## src/rtl/spi_pwm_pkg.sv

```systemverilog
`default_nettype none
// +----------------------------------------------------------------------+
// | Package : spi_pwm_pkg                                                |
// | Shared constants for the SPI-controlled PWM register bank: register  |
// | map addresses, the ID magic byte, the command write bit and the      |
// | frame decoder state encoding.                                        |
// | Revision: 1.0  initial release                                       |
// +----------------------------------------------------------------------+
package spi_pwm_pkg;

  // Register map (7-bit word addresses)
  localparam logic [6:0] ADDR_ID      = 7'h00;
  localparam logic [6:0] ADDR_LED     = 7'h01;
  localparam logic [6:0] ADDR_ERR     = 7'h02;
  localparam logic [6:0] ADDR_CH_BASE = 7'h04;

  // Upper byte of the ID register
  localparam logic [7:0] ID_MAGIC = 8'h5A;

  // Bit of the command byte that selects write (1) or read (0)
  localparam int CMD_WR_BIT = 7;

  // Frame decoder states
  typedef enum logic [2:0] {
    ST_IDLE  = 3'd0,
    ST_CMD   = 3'd1,
    ST_WR_LO = 3'd2,
    ST_WR_HI = 3'd3,
    ST_RD    = 3'd4
  } frame_state_t;

  // Address of the frequency (sel_duty = 0) or duty (sel_duty = 1) register
  // of channel ch.
  function automatic logic [6:0] ch_addr(input int ch, input logic sel_duty);
    return 7'(int'(ADDR_CH_BASE) + 2 * ch + int'(sel_duty));
  endfunction

endpackage : spi_pwm_pkg
`default_nettype wire

```

## src/rtl/spi_frame_decoder.sv

```systemverilog
`default_nettype none
// +----------------------------------------------------------------------+
// | Module  : spi_frame_decoder                                          |
// | Turns the byte stream of one ss-low SPI frame into register write    |
// | and read-back strobes: command/address byte followed by a burst of   |
// | 16-bit little-endian words with address auto-increment.              |
// |                                                                      |
// | Ports:                                                               |
// |   clk, rst_n         clock, asynchronous active-low reset            |
// |   ss                 slave select (active low, asynchronous)         |
// |   rx_byte_available  byte-valid level from spi_slave (clk domain)    |
// |   rx_byte            received byte                                   |
// |   wr_en/addr/data    one-cycle write strobe with word and address    |
// |   rd_en/addr/phase   one-cycle read strobe; phase 1 = high byte      |
// |   frame_err          one-cycle pulse: frame ended mid-word           |
// | Revision: 1.0  initial release                                       |
// +----------------------------------------------------------------------+
module spi_frame_decoder
  import spi_pwm_pkg::*;
(
  input  logic        clk,
  input  logic        rst_n,
  input  logic        ss,
  input  logic        rx_byte_available,
  input  logic [7:0]  rx_byte,
  output logic        wr_en,
  output logic [6:0]  wr_addr,
  output logic [15:0] wr_data,
  output logic        rd_en,
  output logic [6:0]  rd_addr,
  output logic        rd_phase,
  output logic        frame_err
);

  logic         r_ss_meta;
  logic         r_ss_s;
  logic         r_rx_avail_d;
  frame_state_t r_state;
  logic [6:0]   r_addr;
  logic [7:0]   r_lo;
  logic         r_phase;   // 0: next dummy byte returns high byte

  logic w_byte_evt;
  logic w_evt;

  assign w_byte_evt = rx_byte_available & ~r_rx_avail_d;
  // A frame end in the same cycle as a byte wins: the byte is dropped.
  assign w_evt      = w_byte_evt & ~r_ss_s;

  always_ff @(posedge clk or negedge rst_n) begin
    if (!rst_n) begin
      r_ss_meta    <= 1'b1;
      r_ss_s       <= 1'b1;
      r_rx_avail_d <= 1'b0;
      r_state      <= ST_IDLE;
      r_addr       <= '0;
      r_lo         <= '0;
      r_phase      <= 1'b0;
    end else begin
      r_ss_meta    <= ss;
      r_ss_s       <= r_ss_meta;
      r_rx_avail_d <= rx_byte_available;
      if (r_ss_s) begin
        r_state <= ST_IDLE;
        r_phase <= 1'b0;
        r_lo    <= '0;
      end else begin
        case (r_state)
          ST_IDLE: r_state <= ST_CMD;
          ST_CMD: begin
            if (w_evt) begin
              r_addr  <= rx_byte[6:0];
              r_phase <= 1'b0;
              r_state <= rx_byte[CMD_WR_BIT] ? ST_WR_LO : ST_RD;
            end
          end
          ST_WR_LO: begin
            if (w_evt) begin
              r_lo    <= rx_byte;
              r_state <= ST_WR_HI;
            end
          end
          ST_WR_HI: begin
            if (w_evt) begin
              r_addr  <= r_addr + 7'd1;
              r_state <= ST_WR_LO;
            end
          end
          ST_RD: begin
            if (w_evt) begin
              r_phase <= ~r_phase;
              if (r_phase) r_addr <= r_addr + 7'd1;
            end
          end
          default: r_state <= ST_IDLE;
        endcase
      end
    end
  end

  // Strobes are decoded from registered state and the byte edge so that
  // the parent can commit at the end of the byte-event cycle.
  always_comb begin
    wr_en    = 1'b0;
    rd_en    = 1'b0;
    rd_addr  = r_addr;
    rd_phase = 1'b0;
    if (w_evt) begin
      case (r_state)
        ST_CMD: begin
          if (!rx_byte[CMD_WR_BIT]) begin
            rd_en   = 1'b1;
            rd_addr = rx_byte[6:0];
          end
        end
        ST_WR_HI: wr_en = 1'b1;
        ST_RD: begin
          rd_en    = 1'b1;
          rd_phase = ~r_phase;
          rd_addr  = r_phase ? (r_addr + 7'd1) : r_addr;
        end
        default: ;
      endcase
    end
  end

  assign wr_addr   = r_addr;
  assign wr_data   = {rx_byte, r_lo};
  assign frame_err = r_ss_s & (r_state == ST_WR_HI);

endmodule : spi_frame_decoder
`default_nettype wire

```

## src/rtl/spi_pwm_regfile.sv

```systemverilog
`default_nettype none
// +----------------------------------------------------------------------+
// | Module  : spi_pwm_regfile                                            |
// | SPI register bank for the PWM board: per-channel frequency and duty  |
// | registers, LED bits, ID and a saturating frame-error counter.        |
// |                                                                      |
// | Ports:                                                               |
// |   clk, rst_n         clock, asynchronous active-low reset            |
// |   ss                 slave select (active low, asynchronous)         |
// |   rx_byte_available  byte-valid level from spi_slave                 |
// |   rx_byte            received byte                                   |
// |   tx_byte            next byte for spi_slave to shift out            |
// |   led                LED control bits, active high                   |
// |   pwm_freq           channel k frequency at [16k+15:16k]             |
// |   pwm_duty           channel k duty (usec) at [16k+15:16k]           |
// |   cfg_update         one-cycle pulse on any channel register commit  |
// | Revision: 1.0  initial release                                       |
// +----------------------------------------------------------------------+
module spi_pwm_regfile
  import spi_pwm_pkg::*;
#(
  parameter int NUM_CH   = 4,
  parameter int NUM_LED  = 4,
  parameter int DEF_FREQ = 490,
  parameter int DEF_DUTY = 1250
) (
  input  logic                  clk,
  input  logic                  rst_n,
  input  logic                  ss,
  input  logic                  rx_byte_available,
  input  logic [7:0]            rx_byte,
  output logic [7:0]            tx_byte,
  output logic [NUM_LED-1:0]    led,
  output logic [16*NUM_CH-1:0]  pwm_freq,
  output logic [16*NUM_CH-1:0]  pwm_duty,
  output logic                  cfg_update
);

  logic        w_wr_en;
  logic [6:0]  w_wr_addr;
  logic [15:0] w_wr_data;
  logic        w_rd_en;
  logic [6:0]  w_rd_addr;
  logic        w_rd_phase;
  logic        w_frame_err;
  logic [15:0] w_rd_word;
  logic [NUM_CH-1:0] w_ch_wr;
  logic        w_err_wr;

  logic [7:0]  r_err_cnt;

  spi_frame_decoder u_decoder (
    .clk               (clk),
    .rst_n             (rst_n),
    .ss                (ss),
    .rx_byte_available (rx_byte_available),
    .rx_byte           (rx_byte),
    .wr_en             (w_wr_en),
    .wr_addr           (w_wr_addr),
    .wr_data           (w_wr_data),
    .rd_en             (w_rd_en),
    .rd_addr           (w_rd_addr),
    .rd_phase          (w_rd_phase),
    .frame_err         (w_frame_err)
  );

  // Channel registers
  for (genvar k = 0; k < NUM_CH; k++) begin : g_ch
    localparam logic [6:0] FREQ_ADDR = ch_addr(k, 1'b0);
    localparam logic [6:0] DUTY_ADDR = ch_addr(k, 1'b1);

    logic [15:0] r_freq;
    logic [15:0] r_duty;
    logic        w_hit_freq;
    logic        w_hit_duty;

    assign w_hit_freq = w_wr_en & (w_wr_addr == FREQ_ADDR);
    assign w_hit_duty = w_wr_en & (w_wr_addr == DUTY_ADDR);
    assign w_ch_wr[k] = w_hit_freq | w_hit_duty;

    always_ff @(posedge clk or negedge rst_n) begin
      if (!rst_n) begin
        r_freq <= 16'(DEF_FREQ);
        r_duty <= 16'(DEF_DUTY);
      end else begin
        if (w_hit_freq) r_freq <= w_wr_data;
        if (w_hit_duty) r_duty <= w_wr_data;
      end
    end

    assign pwm_freq[16*k +: 16] = r_freq;
    assign pwm_duty[16*k +: 16] = r_duty;
  end

  assign w_err_wr = w_wr_en & (w_wr_addr == ADDR_ERR);

  // LED, error counter, tx byte and update pulse
  always_ff @(posedge clk or negedge rst_n) begin
    if (!rst_n) begin
      led        <= '0;
      r_err_cnt  <= '0;
      tx_byte    <= '0;
      cfg_update <= 1'b0;
    end else begin
      cfg_update <= |w_ch_wr;
      if (w_wr_en && (w_wr_addr == ADDR_LED)) led <= w_wr_data[NUM_LED-1:0];
      // Clear takes effect first, so a coincident error leaves a count of 1.
      if (w_err_wr) begin
        r_err_cnt <= w_frame_err ? 8'd1 : 8'd0;
      end else if (w_frame_err && (r_err_cnt != 8'hFF)) begin
        r_err_cnt <= r_err_cnt + 8'd1;
      end
      if (w_rd_en) tx_byte <= w_rd_phase ? w_rd_word[15:8] : w_rd_word[7:0];
    end
  end

  // Read mux; sampled only when tx_byte loads, so it always reflects
  // registers committed in earlier cycles.
  always_comb begin
    w_rd_word = 16'h0000;
    case (w_rd_addr)
      ADDR_ID:  w_rd_word = {ID_MAGIC, 8'(NUM_CH)};
      ADDR_LED: w_rd_word = 16'(led);
      ADDR_ERR: w_rd_word = {8'h00, r_err_cnt};
      default:  ;
    endcase
    for (int k = 0; k < NUM_CH; k++) begin
      if (w_rd_addr == ch_addr(k, 1'b0)) w_rd_word = pwm_freq[16*k +: 16];
      if (w_rd_addr == ch_addr(k, 1'b1)) w_rd_word = pwm_duty[16*k +: 16];
    end
  end

endmodule : spi_pwm_regfile
`default_nettype wire
```

## config.mk

```make
export PLATFORM = sky130hd
export DESIGN_NAME = spi_pwm_regfile
export DESIGN_NICKNAME = d
export VERILOG_FILES = /design/src/rtl/spi_pwm_pkg.sv /design/src/rtl/spi_frame_decoder.sv /design/src/rtl/spi_pwm_regfile.sv
export SDC_FILE = /design/constraint.sdc
export NUM_CORES = 1
export LEC_CHECK = 0
export CORE_MARGIN = 5
export CORE_UTILIZATION = 35
export CTS_BUF_LIST = sky130_fd_sc_hd__clkbuf_4
export CTS_CLUSTER_DIAMETER = 40
export DETAILED_ROUTE_END_ITERATION = 12
export PLACE_DENSITY = 0.57
export SETUP_SLACK_MARGIN = 0.2
export SLEW_MARGIN = 40
export SYNTH_ARGS = -nofsm -noshare
export SYNTH_HDL_FRONTEND = slang
export SYNTH_HIERARCHICAL = 1
export SYNTH_SLANG_ARGS = --single-unit
```

## constraint.sdc

```tcl
create_clock -name clk -period 4.9 [get_ports clk]
set_clock_uncertainty 0.1 [all_clocks]
set_input_delay 0.49 -clock clk [delete_from_list [all_inputs] [get_ports clk]]
set_output_delay 0.49 -clock clk [all_outputs]
set_load 0.02 [all_outputs]
```

==> metrics.yaml <==
sta:
  slew_headroom: 0.5317
  timing.final.crit_share: 0.8392
  finalSetupViolCount: 0
  finalHoldViolCount: 0
  slew_viol_final: 0
  max_freq_ghz: 0.2432
  fin_crit_ps: 4112
  layout_setup_ws_ps: 788.1
  rsz0062_at_grt: "false"
  holdWs_ps: 179.0
  fin_tns_setup_ps: 0
  worst_pin_slew_ps: 697.7
floorplanning:
  core_um2: 25040
  io_pins: 153
  fp-row-count: 58
  die_h_um: 168.9
  die_w_um: 168.9
  start_util: 0.3529
  die_area_um2: 28520
finish:
  final_cell_mix: "151 x clkdlybuf4s50_1, 142 x mux2_2, 125 x dfrtp_1"
  area_growth_pct: 25.32
  layout_commonest_cell: "clkdlybuf4s50_1"
  drive_gt1_frac: 0.2924
  fillers: 2389
  final_core_util: 0.4422
  finalNetCount: 945
placement:
  dp_hpwl_mm: 23.47
  place_congestion: 0.9437
  port_buffers: 152
  place_ws_ps: 434.3
clocking:
  cts_root_buffer: "clkbuf_4"
  cts_setup_buffers: 0
  insertion_delay_ps: 600
  cts.sinks: 171
  cts_buffers: 17
  cts_max_level: 4
  clockBufferDepth: 2
  cts.reportedPaths.clkPinSlew_ps: 150
  cts_tree: "built"
route:
  drt_wl_total_mm: 32.07
  vias: 7380
  drt-vias-per-instance: 5.784
  drtIter0Drc: 662
  ant_nets: 0
  wire_per_inst_um: 25.14
  drc: 0
  firstDrtPassIters: 6
setup_path:
  crit_path_start_kind: "flop"
  worstPathArrival_ps: 4540
  reg2reg_setup_slack_ps: 790
  cp_max_fo: 11
  critPathKind: "flop to flop"
  cp_data_required_time_ps: 5330
  end_kind: "flop"
synthesis:
  async_flop_share: 1.000
  synthesis.area_um2: 8835
  synth-edff-count: 0
  ys_ff_latch: 171
  yosysUniqueCellTypes: 74
  yosysSeqAreaShare: 0.4909
  ys.warnings.count: 6
  syn_avg_cell_area_um2: 11.36
  syn_nets: 792
  synthCells: 778
  ys.flop_type: "dfrtp_1"
power:
  power.density_nw_per_um2: 269.6
  p_leak_nw: 4.612
  max-vdd-ir-drop_mv: 0.1632
global_routing:
  grt_max_degree: 92
  antenna_found_initial: 1
  grt_pass1_vias: 7331
  grt_pass1_wl_mm: 48.60
  grt_usage: 0.2260
  gr-total-overflow: 0
status:
  outcome: "complete, no violations"
hold_path:
  min_path_type: "primary input to flop"
flow_run:
  drv_cap: 0
[Yosys cell counts, types with 10 or more instances]
cell type,number,area (um^2)
dfrtp_1,125,3128
nand2_1,47,176.4
nor3_1,13,65.06
o21ai_1,10,50.05
o22ai_1,10,62.56
nor2_1,46,172.7
clkbuf_1,16,60.06
dfstp_2,46,1209
buf_4,10,75.07
buf_2,19,95.09
mux2_2,142,1599
mux2i_1,16,160.2
nand2b_1,10,62.56
a21oi_1,36,180.2
o21ai_0,34,170.2
nand3_1,12,60.06
inv_1,12,45.04
a22oi_1,12,90.09
[logic make-up after synthesis]
kind of cell	after synthesis	synth area share
and+or+nand+nor	198	0.1246
AOI/OAI and AO/OA	177	0.1340
DFF	171	0.4909
muxes	160	0.2042
buffers and inverters	61	0.03455
xor gates and xnor gates	9	0.008923
adders and majority gates	2	0.002832
[final timing paths]
check | start | end | cells past startpoint
worst max-delay path | u_decoder/r_state[1] | tx_byte[0] | 10
min in group asynchronous | rst_n | g_ch[0].r_freq[0] | 2
worst min-delay path | ss | u_decoder/r_ss_meta | 1
worst min register to register | u_decoder/r_ss_meta | u_decoder/r_ss_s | 0
max in group asynchronous | rst_n | tx_byte[6] | 3
worst max register to register | u_decoder/r_state[1] | tx_byte[0] | 10
[final cells by class]
cell class / instances / area, um^2 / area share
multi-input combinational: 546 / 4224 / 0.3815
tap: 330 / 412.9 / 0.03729
inverter: 13 / 48.80 / 0.004407
sequential: 171 / 4337 / 0.3917
timing repair buffer: 182 / 1767 / 0.1596
antenna: 2 / 5.005 / 0.0004520
clock buffer: 19 / 142.6 / 0.01288
clock inverter: 13 / 135.1 / 0.01220
[sequential cells by signal (all words and copies together), names as in the netlist, 3 cells and up]
signal	flops
g_ch.r_duty	64
g_ch.r_freq	64
r_err_cnt	8
tx_byte	8
u_decoder/r_lo	8
u_decoder/wr_addr	7
led	4
u_decoder/r_state	3
[power by group]
| group | switching (mW) | total, mW | internal, mW |
|---|---|---|---|
| combinational | 0.384 | 0.596 | 0.213 |
| clock | 0.560 | 0.838 | 0.278 |
| sequential | 0.0937 | 1.55 | 1.46 |
[routing by layer]
metal  vias up  part of all wire  global-route usage
met5         -                 0                   0
met1      3746              0.44              0.3183
met4         0             0.028             0.07516
met3        55             0.074             0.04834
li1       3231                 -                   -
met2       348              0.46              0.3478
[through the flow]
| step | instance area (um^2) | power [mW] | instances |
|---|---|---|---|
| after floorplan | 8835 | 1.904 | 778 |
| after global placement | 10760 | 2.159 | 1240 |
| after detailed placement | 10780 | 2.159 | 1241 |
| after CTS | 11070 | 2.992 | 1274 |
| after global routing | 11070 | 3.116 | 1276 |
| final | 11070 | 2.984 | 1276 |
[repair_timing]
action                                 4_1_cts  5_1_grt
setup endpoints to repair                    0        0
gates resized for setup                      0        0
endpoints found under the hold margin       75        0
hold buffers                                 1        0
[critical path, stage by stage (launching register included)]
cell and delay (ps):
dfrtp_1 540, or2_4 310, or4_4 580, a31o_1 210
a221o_1 390, or4_1 800, nor4_1 360, a21oi_1 80
a211o_1 290, a31oi_1 220, a221o_1 150
Note: power is estimated with default switching activity, not from simulation.
==> edit 1 (same settings) <==
The parameter `NUM_LED` goes from 4 to 6.
--- a/src/rtl/spi_pwm_regfile.sv
+++ b/src/rtl/spi_pwm_regfile.sv
@@ -20,7 +20,7 @@
   import spi_pwm_pkg::*;
 #(
   parameter int NUM_CH   = 4,
-  parameter int NUM_LED  = 4,
+  parameter int NUM_LED  = 6,
   parameter int DEF_FREQ = 490,
   parameter int DEF_DUTY = 1250
 ) (
Interface: changed (resized led); port bits go from 153 to 155. The function was not compared with the original's and may differ.
==> edit 1 against the unedited design <==
- synthesized cell count shrank 0.90%
- die area is 2.4% higher
- largest cell class unchanged
- cell count decreased by 0.71%
- power grew 1.6%
- sequential cell count is 2 higher
- routed wire length is 3.5% lower
- setup slack better by 0.047 ns
- clock power fell by 4.7%
- design area grew 2.1%
- first-iteration DRC count decreased by 12%
- area after synthesis is 2.5% higher
- fmax rose by 1.2%
==> edit 1: results (changes against the unedited design) <==
XOR/XNOR Fraction of Synth Area 0.0106 (+0.00172); initial drt markers 582 (-12%); worst slack, placed 0.471 ns (+0.0371 ns); Finished Layout Cells 1267 (-0.71%); finished layout cell area 11300 um^2 (+2.1%); Synth Area in Compound Gates 0.124 (-0.0100); global-route wire length before repair 46300 um (-4.8%); RD Place Congestion 0.916 (-3.0%); most frequent cells after synthesis 127 x dfrtp_1, 104 x mux2_2, 46 x dfstp_2, 39 x nand2_1, 39 x nor2_1; Mapped Cells 771 (-0.90%); Worst slew margin 0.464 (-0.0676); Max stage delay on crit path 0.61 ns (-0.19 ns); post-synth cell types 78 (+5.4%); largest net degree at the start of global routing 94 (+2.2%); number of cells on the worst reg-to-reg path 9 (-1); FMAX 0.246 GHz (+1.2%); syn_nets 785 (-0.88%); post-synthesis mux area share 0.220 (+0.0155); layout cell share with drive strength beyond 1 0.289 (-0.00360); port bufs 154 (+1.3%); number of vias per cell 5.59 (-3.3%); Placed Instances 1231 (-0.81%); outcome finished clean; filler cell count 2408 (+0.80%); largest cells by area after synthesis dfrtp_1 35%, dfstp_2 13%, mux2_2 13%; Max Fanout on Critical Path 13 (+2); Final HPWL DP 22600 um (-3.5%); worst path arrival time 4.47 ns (-0.07 ns); vias in the first global route 7094 (-3.2%); peak supply drop 0.112 mV (-31%); Pre-Repair DR Iteration Count 8 (+2); GR Util All Layers 0.211 (-0.0154); clock transition at the registers of the reported paths 0.15 ns (about the same); highest-delay cell along the critical path or3_1; clock latency on the worst-skew pair 0.58 ns (-0.02 ns)
edit 1: cell count changes after synthesis, sizes merged, moves of 4 or more:
cell    before  now
nand2       50   41
a211oi       1    7
a21oi       37   31
buf         32   38
mux2       142  136
nand3       12    6
nor2        48   42
nor2b        7   13
a22oi       12    7
mux4         2    7
a32oi        8    4
and2         5    9
o211ai       9    5
edit 1: worst max-delay path: cells and delay by family, from the launching register on:
kind            cells  cell delay, ns
simple gates        4            2.11
compound gates      5            1.25
flops               1            0.53
edit 1: where the power goes:
| part | total (W) | internal (W) | switching [W] |
|---|---|---|---|
| clock network | 0.000799 | 0.000257 | 0.000542 |
| logic | 0.000657 | 0.000250 | 0.000408 |
| registers | 0.00158 | 0.00148 | 0.0000959 |
| total | 0.00303 | 0.00199 | 0.00105 |
edit 1: routing by layer:
| metal | share of wire | track usage |
|---|---|---|
| met4 | 0.017 | 0.0503 |
| met5 | 0 | 0 |
| met3 | 0.065 | 0.0363 |
| met2 | 0.48 | 0.351 |
| met1 | 0.43 | 0.288 |
edit 1: kinds of logic (layout without fill, tap and decap cells):
group / Yosys count / count (layout)
compound gates: 166 / 166
xor+xnor: 11 / 11
fa+ha+maj: 2 / 2
buf+inv: 67 / 231
flops: 173 / 173
mux: 161 / 161
other cells: 0 / 2
simple gates: 191 / 191
edit 1: final cells by class:
| type | count | share of cell area |
|---|---|---|
| flip-flops and latches | 173 | 0.388 |
| clock buffers | 17 | 0.0113 |
| multi-input cells | 531 | 0.385 |
| diodes | 2 | 0.000443 |
| well taps | 330 | 0.0365 |
| clock inverters | 15 | 0.0120 |
| repair buffers | 183 | 0.161 |
| inverters | 16 | 0.00532 |
edit 1: what timing repair did:
action	in CTS	in global routing
setup buffers	0	0
hold buffers	1	0
endpoints found under the hold margin	63	0
==> edit 2 (config.mk and constraints unchanged) <==
Made on the original files. Put one more register stage on the output `pwm_duty`, without a reset. The value now appears one clock later. The other outputs are not delayed to match.
--- a/src/rtl/spi_pwm_regfile.sv
+++ b/src/rtl/spi_pwm_regfile.sv
@@ -35,6 +35,8 @@
   output logic [16*NUM_CH-1:0]  pwm_duty,
   output logic                  cfg_update
 );
+
+  logic [16*NUM_CH-1:0] pwm_duty_d;
 
   logic        w_wr_en;
   logic [6:0]  w_wr_addr;
@@ -89,7 +91,7 @@
     end
 
     assign pwm_freq[16*k +: 16] = r_freq;
-    assign pwm_duty[16*k +: 16] = r_duty;
+    assign pwm_duty_d[16*k +: 16] = r_duty;
   end
 
   assign w_err_wr = w_wr_en & (w_wr_addr == ADDR_ERR);
@@ -126,8 +128,12 @@
     endcase
     for (int k = 0; k < NUM_CH; k++) begin
       if (w_rd_addr == ch_addr(k, 1'b0)) w_rd_word = pwm_freq[16*k +: 16];
-      if (w_rd_addr == ch_addr(k, 1'b1)) w_rd_word = pwm_duty[16*k +: 16];
+      if (w_rd_addr == ch_addr(k, 1'b1)) w_rd_word = pwm_duty_d[16*k +: 16];
     end
+  end
+
+  always_ff @(posedge clk) begin
+    pwm_duty <= pwm_duty_d;
   end
 
 endmodule : spi_pwm_regfile
Behaviour: not the same (a bounded check fails within 10 cycles, from zero or initial values and one cycle with rst_n low).
==> edit 2 against the unedited design <==
- count of clock-buffer cells in the layout up 90
- power is 55% higher
- area after synthesis is 15% higher
- combinational power about the same
- setup slack improved by 0.15 ns
- sequential cell count up 64
- routed wire length increased by 1.2%
- design area is 19% higher
==> edit 2: results (changes against the unedited design) <==
proportion of cell area spent on the clock network 0.0723 (+0.0472); Area Overhead vs Synth 28.8%; sequential share of the synthesized area 0.551 (+0.0603); met1 capacity usage during global routing 0.259 (-0.0592); peak supply drop 0.173 mV (+6.1%); Final HPWL DP 22800 um (-2.8%); global-route wire length before repair 49100 um (+0.95%); placed inst area 12100 um^2 (+13%); post-synth cell types 81 (+9.5%); RD Place Congestion 0.887 (-6.0%); Hold-fix buffers, CTS 1 (unchanged); M3 GR Usage 0.0521 (+0.00374); DR WL met2 15300 um (+4.2%); clock transition at the registers of the reported paths 0.06 ns (-0.09 ns); outcome finished clean; Final Max Slew Viols 0 (unchanged); M1 wire length 14400 um (+2.4%); CTS Buf Count 68 (+51); Clock Sinks 235 (+37%); clock latency on the worst-skew pair 0.68 ns (+0.08 ns); Pre-Repair DR Iteration Count 5 (-1); register area 5620 um^2 (+30%); worst path arrival time 4.38 ns (-0.16 ns); top layer in use met4; filler cell count 2702 (+13%); vias in the first global route 7812 (+6.6%); Final nets 1040 (+10%); Plain + repair buffers 175 (-3.8%); drt drc 0 (unchanged); met2 global-route usage 0.312 (-0.0362); Routed met3 length 2100 um (-12%); syn_nets 846 (+6.8%); Slew @ Worst Pin 0.676 ns (-0.0222 ns); most frequent cells after synthesis 125 x dfrtp_1, 111 x mux2_2, 64 x dfxtp_1, 49 x nand2_1; count of multi-input gates 532 (-2.6%); final WL 32500 um (+1.2%); GR Util All Layers 0.195 (-0.0315); htree depth 3 (-1); Largest regs g_ch.r_duty: 64 flops, g_ch.r_freq: 64 flops, pwm_duty: 64 flops; largest net degree at the start of global routing 99 (+7.6%); asr flop ratio synth 0.728 (-0.272); LEAKAGE 5.61 nW (+22%); layout cell share with drive strength beyond 1 0.319 (+0.0265); multi-input logic area 4260 um^2 (+0.86%); Clock buffer cells 109 (+90); clock buffer depth 3 (+1); initial drt markers 687 (+3.8%); largest cells by area after synthesis dfrtp_1 31%, dfxtp_1 13%, mux2_2 12%; finished layout cell area 13100 um^2 (+19%); DR vias 7731 (+4.8%); Logic inverters 14 (+1); Signal buf overhead 0.135 (-0.0250)
[edit 2: power by group]
| part | total, W | leakage (nW) | switching (W) | internal (W) |
|---|---|---|---|---|
| sequential | 0.00208 | 2.69 | 0.0000939 | 0.00198 |
| combinational | 0.000596 | 2.36 | 0.000376 | 0.000220 |
| clock | 0.00196 | 0.559 | 0.000841 | 0.00112 |
| total | 0.00463 | 5.61 | 0.00131 | 0.00332 |
[edit 2: path summary, 6_finish.rpt]
| check | cells after the start | end | slack [ns] | start |
|---|---|---|---|---|
| setup / recovery | 9 | tx_byte[3] | 0.94 | u_decoder/r_state[1] |
| hold / removal | 1 | u_decoder/r_ss_meta | 0.15 | ss |
| setup reg to reg | 9 | tx_byte[3] | 0.94 | u_decoder/r_state[1] |
| hold reg to reg | 0 | u_decoder/r_ss_s | 0.26 | u_decoder/r_ss_meta |
| max in group asynchronous | 3 | g_ch[2].r_freq[8] | 3.82 | rst_n |
| min in group asynchronous | 2 | g_ch[0].r_freq[0] | 0.17 | rst_n |
[edit 2: metrics by stage]
step	instances	setup WS [ns]
floorplan	832	1.50
global placement	1337	0.626
detailed placement	1338	0.485
CTS	1465	0.988
global route	1468	0.789
finish	1468	0.943
[edit 2: worst max-delay path, stage by stage (launching register included)]
cell,delay (ns)
dfrtp_1,0.49
or2_4,0.31
or4_4,0.57
a31o_1,0.22
a221o_1,0.41
or3_4,0.43
nor2_1,0.53
nand2_1,0.20
o221a_1,0.29
a221o_1,0.29
[edit 2: kinds of logic after synthesis]
| kind of cell | share of synthesized area |
|---|---|
| AOI/OAI and AO/OA | 0.103 |
| xor gates and xnor gates | 0.00945 |
| adders and majority gates | 0.00245 |
| buffers and inverters | 0.0340 |
| DFF | 0.551 |
| muxes | 0.191 |
| and+or+nand+nor | 0.109 |
